<file path="config.mk">
export PLATFORM = sky130hd
export DESIGN_NAME = program_loader
export DESIGN_NICKNAME = d
export VERILOG_FILES = /design/src/rtl/program_loader.sv
export SDC_FILE = /design/constraint.sdc
export NUM_CORES = 1
export LEC_CHECK = 0
export BUFFER_PORTS_ARGS = -buffer_cell sky130_fd_sc_hd__buf_2
export CAP_MARGIN = 20
export CELL_PAD_IN_SITES_DETAIL_PLACEMENT = 2
export CELL_PAD_IN_SITES_GLOBAL_PLACEMENT = 2
export CORE_ASPECT_RATIO = 0.75
export CORE_MARGIN = 1
export CORE_UTILIZATION = 30
export CTS_CLUSTER_DIAMETER = 100
export CTS_CLUSTER_SIZE = 16
export DETAILED_ROUTE_END_ITERATION = 7
export PLACE_DENSITY_LB_ADDON = 0.1
export SETUP_SLACK_MARGIN = 0.1
export SLEW_MARGIN = 10
export SYNTH_ARGS = -nofsm -noshare
export SYNTH_HDL_FRONTEND = slang
export SYNTH_SLANG_ARGS = --single-unit
</file>
<file path="constraint.sdc">
create_clock -name clk -period 2.7 [get_ports clk]
set_input_delay 0.405 -clock clk [delete_from_list [all_inputs] [get_ports clk]]
set_output_delay 0.405 -clock clk [all_outputs]
set_load 0.01 [all_outputs]
</file>
<file path="src/rtl/program_loader.sv">
// Framed byte-stream boot loader: parses A5/LEN/words/CHK frames, issues one debug
// instruction-memory write per 4-byte word and releases the core only on a good checksum.
module program_loader #(
    parameter int                XLEN               = 64,
    parameter int                INSTRUCTION_LENGTH = 32,
    parameter logic [XLEN-1:0]   BASE_ADDR          = '0,
    parameter int unsigned       ADDR_STEP          = 4,
    parameter int unsigned       TIMEOUT_CYCLES     = 1000000
) (
    input  logic                          clk,
    input  logic                          rst,
    input  logic                          in_valid,
    input  logic [7:0]                    in_data,
    output logic                          in_ready,
    output logic                          dbg_wr_en,
    output logic [XLEN-1:0]               dbg_addr,
    output logic [INSTRUCTION_LENGTH-1:0] dbg_instr,
    output logic                          cpu_rst,
    output logic                          busy,
    output logic                          done,
    output logic [1:0]                    error,
    output logic [15:0]                   words_written,
    output logic [2:0]                    dbg_state
);
    localparam int TMO_W = $clog2(TIMEOUT_CYCLES + 1);

    typedef enum logic [2:0] {
        S_IDLE, S_LEN_LO, S_LEN_HI, S_DATA, S_WRITE, S_CHECK, S_DONE, S_ERROR
    } state_t;

    state_t                        state_q, state_d;
    logic [15:0]                   len_q, len_d;
    logic [7:0]                    chk_q, chk_d;
    logic [INSTRUCTION_LENGTH-9:0] word_q, word_d;
    logic [1:0]                    byte_cnt_q, byte_cnt_d;
    logic [TMO_W-1:0]              tmo_q, tmo_d;
    logic                          wr_en_q, wr_en_d;
    logic [XLEN-1:0]               addr_q, addr_d;
    logic [INSTRUCTION_LENGTH-1:0] instr_q, instr_d;
    logic                          cpu_rst_q, cpu_rst_d;
    logic                          done_q, done_d;
    logic [1:0]                    error_q, error_d;
    logic [15:0]                   ww_q, ww_d;
    logic                          accept;
    logic                          counting;

    // Ready is a pure decode of the current state so no byte can land in WRITE/DONE.
    assign in_ready = ~rst & (state_q != S_WRITE) & (state_q != S_DONE);
    assign accept   = in_valid & in_ready;
    assign counting = (state_q == S_LEN_LO) | (state_q == S_LEN_HI) |
                      (state_q == S_DATA)   | (state_q == S_CHECK);

    always_comb begin
        state_d    = state_q;
        len_d      = len_q;
        chk_d      = chk_q;
        word_d     = word_q;
        byte_cnt_d = byte_cnt_q;
        tmo_d      = tmo_q;
        wr_en_d    = 1'b0;
        addr_d     = addr_q;
        instr_d    = instr_q;
        cpu_rst_d  = cpu_rst_q;
        done_d     = 1'b0;
        error_d    = error_q;
        ww_d       = ww_q;

        if (accept) begin
            tmo_d = '0;
        end else if (counting) begin
            tmo_d = tmo_q + 1'b1;
        end

        case (state_q)
            S_IDLE: begin
                tmo_d = '0;
                if (accept && in_data == 8'hA5) begin
                    error_d   = 2'b00;
                    ww_d      = '0;
                    chk_d     = '0;
                    cpu_rst_d = 1'b1;
                    state_d   = S_LEN_LO;
                end
            end
            S_LEN_LO: begin
                if (accept) begin
                    len_d[7:0] = in_data;
                    chk_d      = chk_q ^ in_data;
                    state_d    = S_LEN_HI;
                end
            end
            S_LEN_HI: begin
                if (accept) begin
                    len_d[15:8] = in_data;
                    chk_d       = chk_q ^ in_data;
                    byte_cnt_d  = '0;
                    state_d     = ({in_data, len_q[7:0]} == 16'd0) ? S_CHECK : S_DATA;
                end
            end
            S_DATA: begin
                if (accept) begin
                    // Bytes enter at the top so byte 0 ends up in the low lane.
                    word_d     = {in_data, word_q[INSTRUCTION_LENGTH-9:8]};
                    chk_d      = chk_q ^ in_data;
                    byte_cnt_d = byte_cnt_q + 2'd1;
                    if (byte_cnt_q == 2'd3) begin
                        wr_en_d = 1'b1;
                        instr_d = {in_data, word_q};
                        addr_d  = BASE_ADDR + XLEN'(ww_q) * XLEN'(ADDR_STEP);
                        state_d = S_WRITE;
                    end
                end
            end
            S_WRITE: begin
                ww_d    = ww_q + 16'd1;
                state_d = (ww_q + 16'd1 == len_q) ? S_CHECK : S_DATA;
            end
            S_CHECK: begin
                if (accept) begin
                    if (in_data == chk_q) begin
                        done_d    = 1'b1;
                        cpu_rst_d = 1'b0;
                        state_d   = S_DONE;
                    end else begin
                        error_d = 2'b01;
                        state_d = S_ERROR;
                    end
                end
            end
            S_DONE:  state_d = S_IDLE;
            S_ERROR: state_d = S_IDLE;
            default: state_d = S_IDLE;
        endcase

        if (!accept && counting && (32'(tmo_q) + 32'd1 == TIMEOUT_CYCLES)) begin
            error_d = 2'b10;
            tmo_d   = '0;
            state_d = S_ERROR;
        end
    end

    always_ff @(posedge clk) begin
        if (rst) begin
            state_q    <= S_IDLE;
            len_q      <= '0;
            chk_q      <= '0;
            word_q     <= '0;
            byte_cnt_q <= '0;
            tmo_q      <= '0;
            wr_en_q    <= 1'b0;
            addr_q     <= '0;
            instr_q    <= '0;
            cpu_rst_q  <= 1'b1;
            done_q     <= 1'b0;
            error_q    <= 2'b00;
            ww_q       <= '0;
        end else begin
            state_q    <= state_d;
            len_q      <= len_d;
            chk_q      <= chk_d;
            word_q     <= word_d;
            byte_cnt_q <= byte_cnt_d;
            tmo_q      <= tmo_d;
            wr_en_q    <= wr_en_d;
            addr_q     <= addr_d;
            instr_q    <= instr_d;
            cpu_rst_q  <= cpu_rst_d;
            done_q     <= done_d;
            error_q    <= error_d;
            ww_q       <= ww_d;
        end
    end

    assign dbg_wr_en     = wr_en_q;
    assign dbg_addr      = addr_q;
    assign dbg_instr     = instr_q;
    assign cpu_rst       = cpu_rst_q;
    assign busy          = (state_q != S_IDLE);
    assign done          = done_q;
    assign error         = error_q;
    assign words_written = ww_q;
    assign dbg_state     = state_q;
endmodule

</file>
==> results.py <==
metrics = {
    "run_status": {
        "outcome": "completed",
    },
    "floorplanning": {
        "die_area_sq_um": 23700,
        "row_count": 47,
        "pin_count": 133,
        "core-area_sq_um": 22300,
        "fp.dieW_um": 177,
        "start_util": 0.309,
        "die_y_um": 133,
    },
    "sta": {
        "fin_crit_sh": 0.897,
        "fmax_ghz": 0.413,
        "fin_ws_ns": 0.279,
        "worstMarginPinSlew_ns": 0.805,
        "tns_ns": 0,
        "min_period_ns": 2.42,
        "hold_viol_final": 0,
        "finClkSkew_ns": 0.0121,
        "slew_headroom": 0.463,
        "rsz0062_at_grt": "no",
        "slew_violations": 0,
        "setup_viol": 0,
    },
    "cells_and_area": {
        "regArea_sq_um": 2840,
        "nFillCells": 2626,
        "nNetsFinal": 983,
        "final_common_cell": "nand2_1",
        "diodes": 0,
        "final_cell_mix": "172 x nand2_1, 141 x dfxtp_1, 108 x a21oi_1",
        "multi_input_comb_area_sq_um": 3620,
        "layout-drive-gt1-share": 0.195,
        "area_delta_synth_final_pct": 19.8,
    },
    "worst_setup_path": {
        "rr_worst_depth": 7,
        "timing.rr.start": "tmo_q[0]",
        "required_ns": 3.06,
        "crit_arrival_ns": 2.78,
        "regToRegEndpoint": "dbg_state[2]",
        "r2r_setup_slack_ns": 0.28,
        "start_kind": "register",
        "cp_max_fo": 10,
        "cp-end-kind": "register",
        "timing.setup.critical_path_class": "register to register",
    },
    "power_and_ir_drop": {
        "pwr-share-seq": 0.448,
        "internal-power_w": 0.00351,
        "swShare": 0.249,
        "power_w": 0.00467,
        "p_clk_frac": 0.525,
        "powerDensity_nw_per_um2": 564,
        "p_leak_nw": 3.15,
        "p_comb_frac": 0.027,
        "power.switching_w": 0.00116,
        "vdd_drop_max_mv": 0.377,
    },
    "drt": {
        "ant_nets": 0,
        "vias": 6407,
        "viasPerCell": 5.03,
        "routedWlPerCell_um": 18.4,
        "first_pass_iters": 4,
        "drc_errors": 0,
        "first_iter_violations": 318,
        "drt_wl_total_mm": 23.4,
    },
    "synthesis": {
        "ys_seq_area_frac": 0.411,
        "synth_flop_cell": "dfxtp_1",
        "synth_warnings": 0,
        "syn_avg_cell_area_sq_um": 7.83,
        "synth-edff-count": 0,
        "ys_seq_elements": 142,
        "synth.distinct_cells": 58,
        "async_flop_share": 0,
        "syn_area_sq_um": 6920,
        "synthCells": 883,
    },
    "clocking": {
        "cts_made_buffers": 17,
        "clk_latency_ns": 0.43,
        "cts_buffer_depth": 2,
        "cts_root_buffer": "clkbuf_16",
        "cts.sinks": 142,
        "cts_tree": "yes",
        "htreeDepth": 4,
        "clk_pin_slew_ns": 0.07,
    },
    "place": {
        "post-place-ws_ns": 0.0819,
        "dp_hpwl_mm": 16.7,
        "gp_congestion": 0.848,
        "portBuffers": 84,
    },
    "hold_path": {
        "hold-path-endpoint": "word_q[20]",
        "hold_path.class": "input pin to register",
        "min_from": "in_data[4]",
        "holdPathStages": 3,
    },
    "grt": {
        "grt_pass1_wl_mm": 37.5,
        "grtUsageTotal": 0.203,
        "grt_max_degree": 76,
        "grt_antenna_before_repair": 0,
        "overflow": 0,
        "grt_pass1_vias": 6831,
    },
    "flow_run": {
        "maxCapViolCount": 0,
    },
}
## power by group through the flow
stage / Clock [W] / Combinational, W / Sequential (W)
6_report: 0.00246 / 0.000125 / 0.00209
5_1_grt: 0.00262 / 0.000137 / 0.00209
4_1_cts: 0.00253 / 0.000125 / 0.00209
3_5_place_dp: 0 / 0.000124 / 0.00214
3_3_place_gp: 0 / 0.000121 / 0.00214
2_1_floorplan: 0 / 0.000133 / 0.00214
## cell usage after synthesis (all sizes together), types with 14 or more instances
cell type,count,area share
a21oi,108,0.078
buf,60,0.062
clkbuf,56,0.030
dfxtp,142,0.41
mux2i,19,0.028
nand2,173,0.094
nand3,21,0.015
nand4,14,0.013
nor2,66,0.036
nor3,33,0.024
o21ai,24,0.017
xnor2,30,0.038
xor2,23,0.029
## worst max path at each step
stage	slack [ns]	from	end	cells past startpoint
floorplan	0.28	words_written[1]	dbg_state[1]	10
global placement	0.17	words_written[0]	dbg_state[1]	10
detailed placement	0.08	tmo_q[0]	dbg_state[1]	7
CTS	0.11	words_written[2]	dbg_state[1]	8
global route	0.12	words_written[5]	dbg_state[2]	8
finish	0.28	tmo_q[0]	dbg_state[2]	7
## metrics by stage
stage | hold slack (ns) | utilization | std cells | instance area, sq um
final | 0.336 | 0.371 | 1275 | 8280
after global routing | 0.327 | 0.371 | 1275 | 8280
after CTS | 0.324 | 0.369 | 1274 | 8240
after detailed placement | 0.453 | 0.342 | 1242 | 7640
after global placement | 0.440 | 0.342 | 1242 | 7640
after floorplan | 0.432 | - | 930 | 7090
## logic make-up (layout without fill, tap and decap cells)
logic type,count (synthesis),after routing,share of synthesized area
AO/OA/AOI/OAI,174,174,0.146
XOR/XNOR,53,53,0.0671
adder cells (fa/ha/maj),4,4,0.00724
buffers and inverters,124,175,0.0963
flip-flops,142,142,0.411
multiplexers,19,19,0.0275
other,1,48,0.000542
AND/OR/NAND/NOR,366,366,0.245
## critical path, stage by stage, from the launching register on
cell and delay (ns):
dfxtp_1 0.44, ha_2 0.28, and3_4 0.28, and3_1 0.17, a21oi_1 0.10, or4_1 0.52
or3_1 0.39, a31oi_1 0.16
## sequential cells by signal, indices dropped and copies added (netlist names)
| signal | cells |
|---|---|
| cpu_rst | 1 |
| dbg_addr | 16 |
| error | 2 |
| word_q | 24 |
| chk_q | 8 |
| dbg_instr | 32 |
| dbg_state | 3 |
| done | 1 |
| len_q | 16 |
| tmo_q | 20 |
| words_written | 16 |
| dbg_wr_en | 1 |
| byte_cnt_q | 2 |
## layout make-up
| class | count | area share |
|---|---|---|
| Clock buffer | 17 | 0.0514 |
| Clock inverter | 15 | 0.0210 |
| Inverter | 8 | 0.00363 |
| Multi-Input combinational cell | 664 | 0.437 |
| Sequential cell | 142 | 0.343 |
| Tap cell | 294 | 0.0444 |
| Timing Repair Buffer | 135 | 0.0988 |
## per-layer routing
layer | vias to the layer above | wire length [um] | global-route usage
met2 | 117 | 10700 | 0.326
met4 | 0 | 242 | 0.0518
met1 | 3185 | 11600 | 0.280
met5 | - | 0 | 0
met3 | 17 | 899 | 0.0371
li1 | 3088 | - | -
## repair_timing
item	4_1_cts	5_1_grt
setup endpoints to repair	15	25
hold buffers	0	0
pin swaps	0	2
setup buffers	0	1
gates resized for setup	1	16
(Power assumes the default switching activity.)
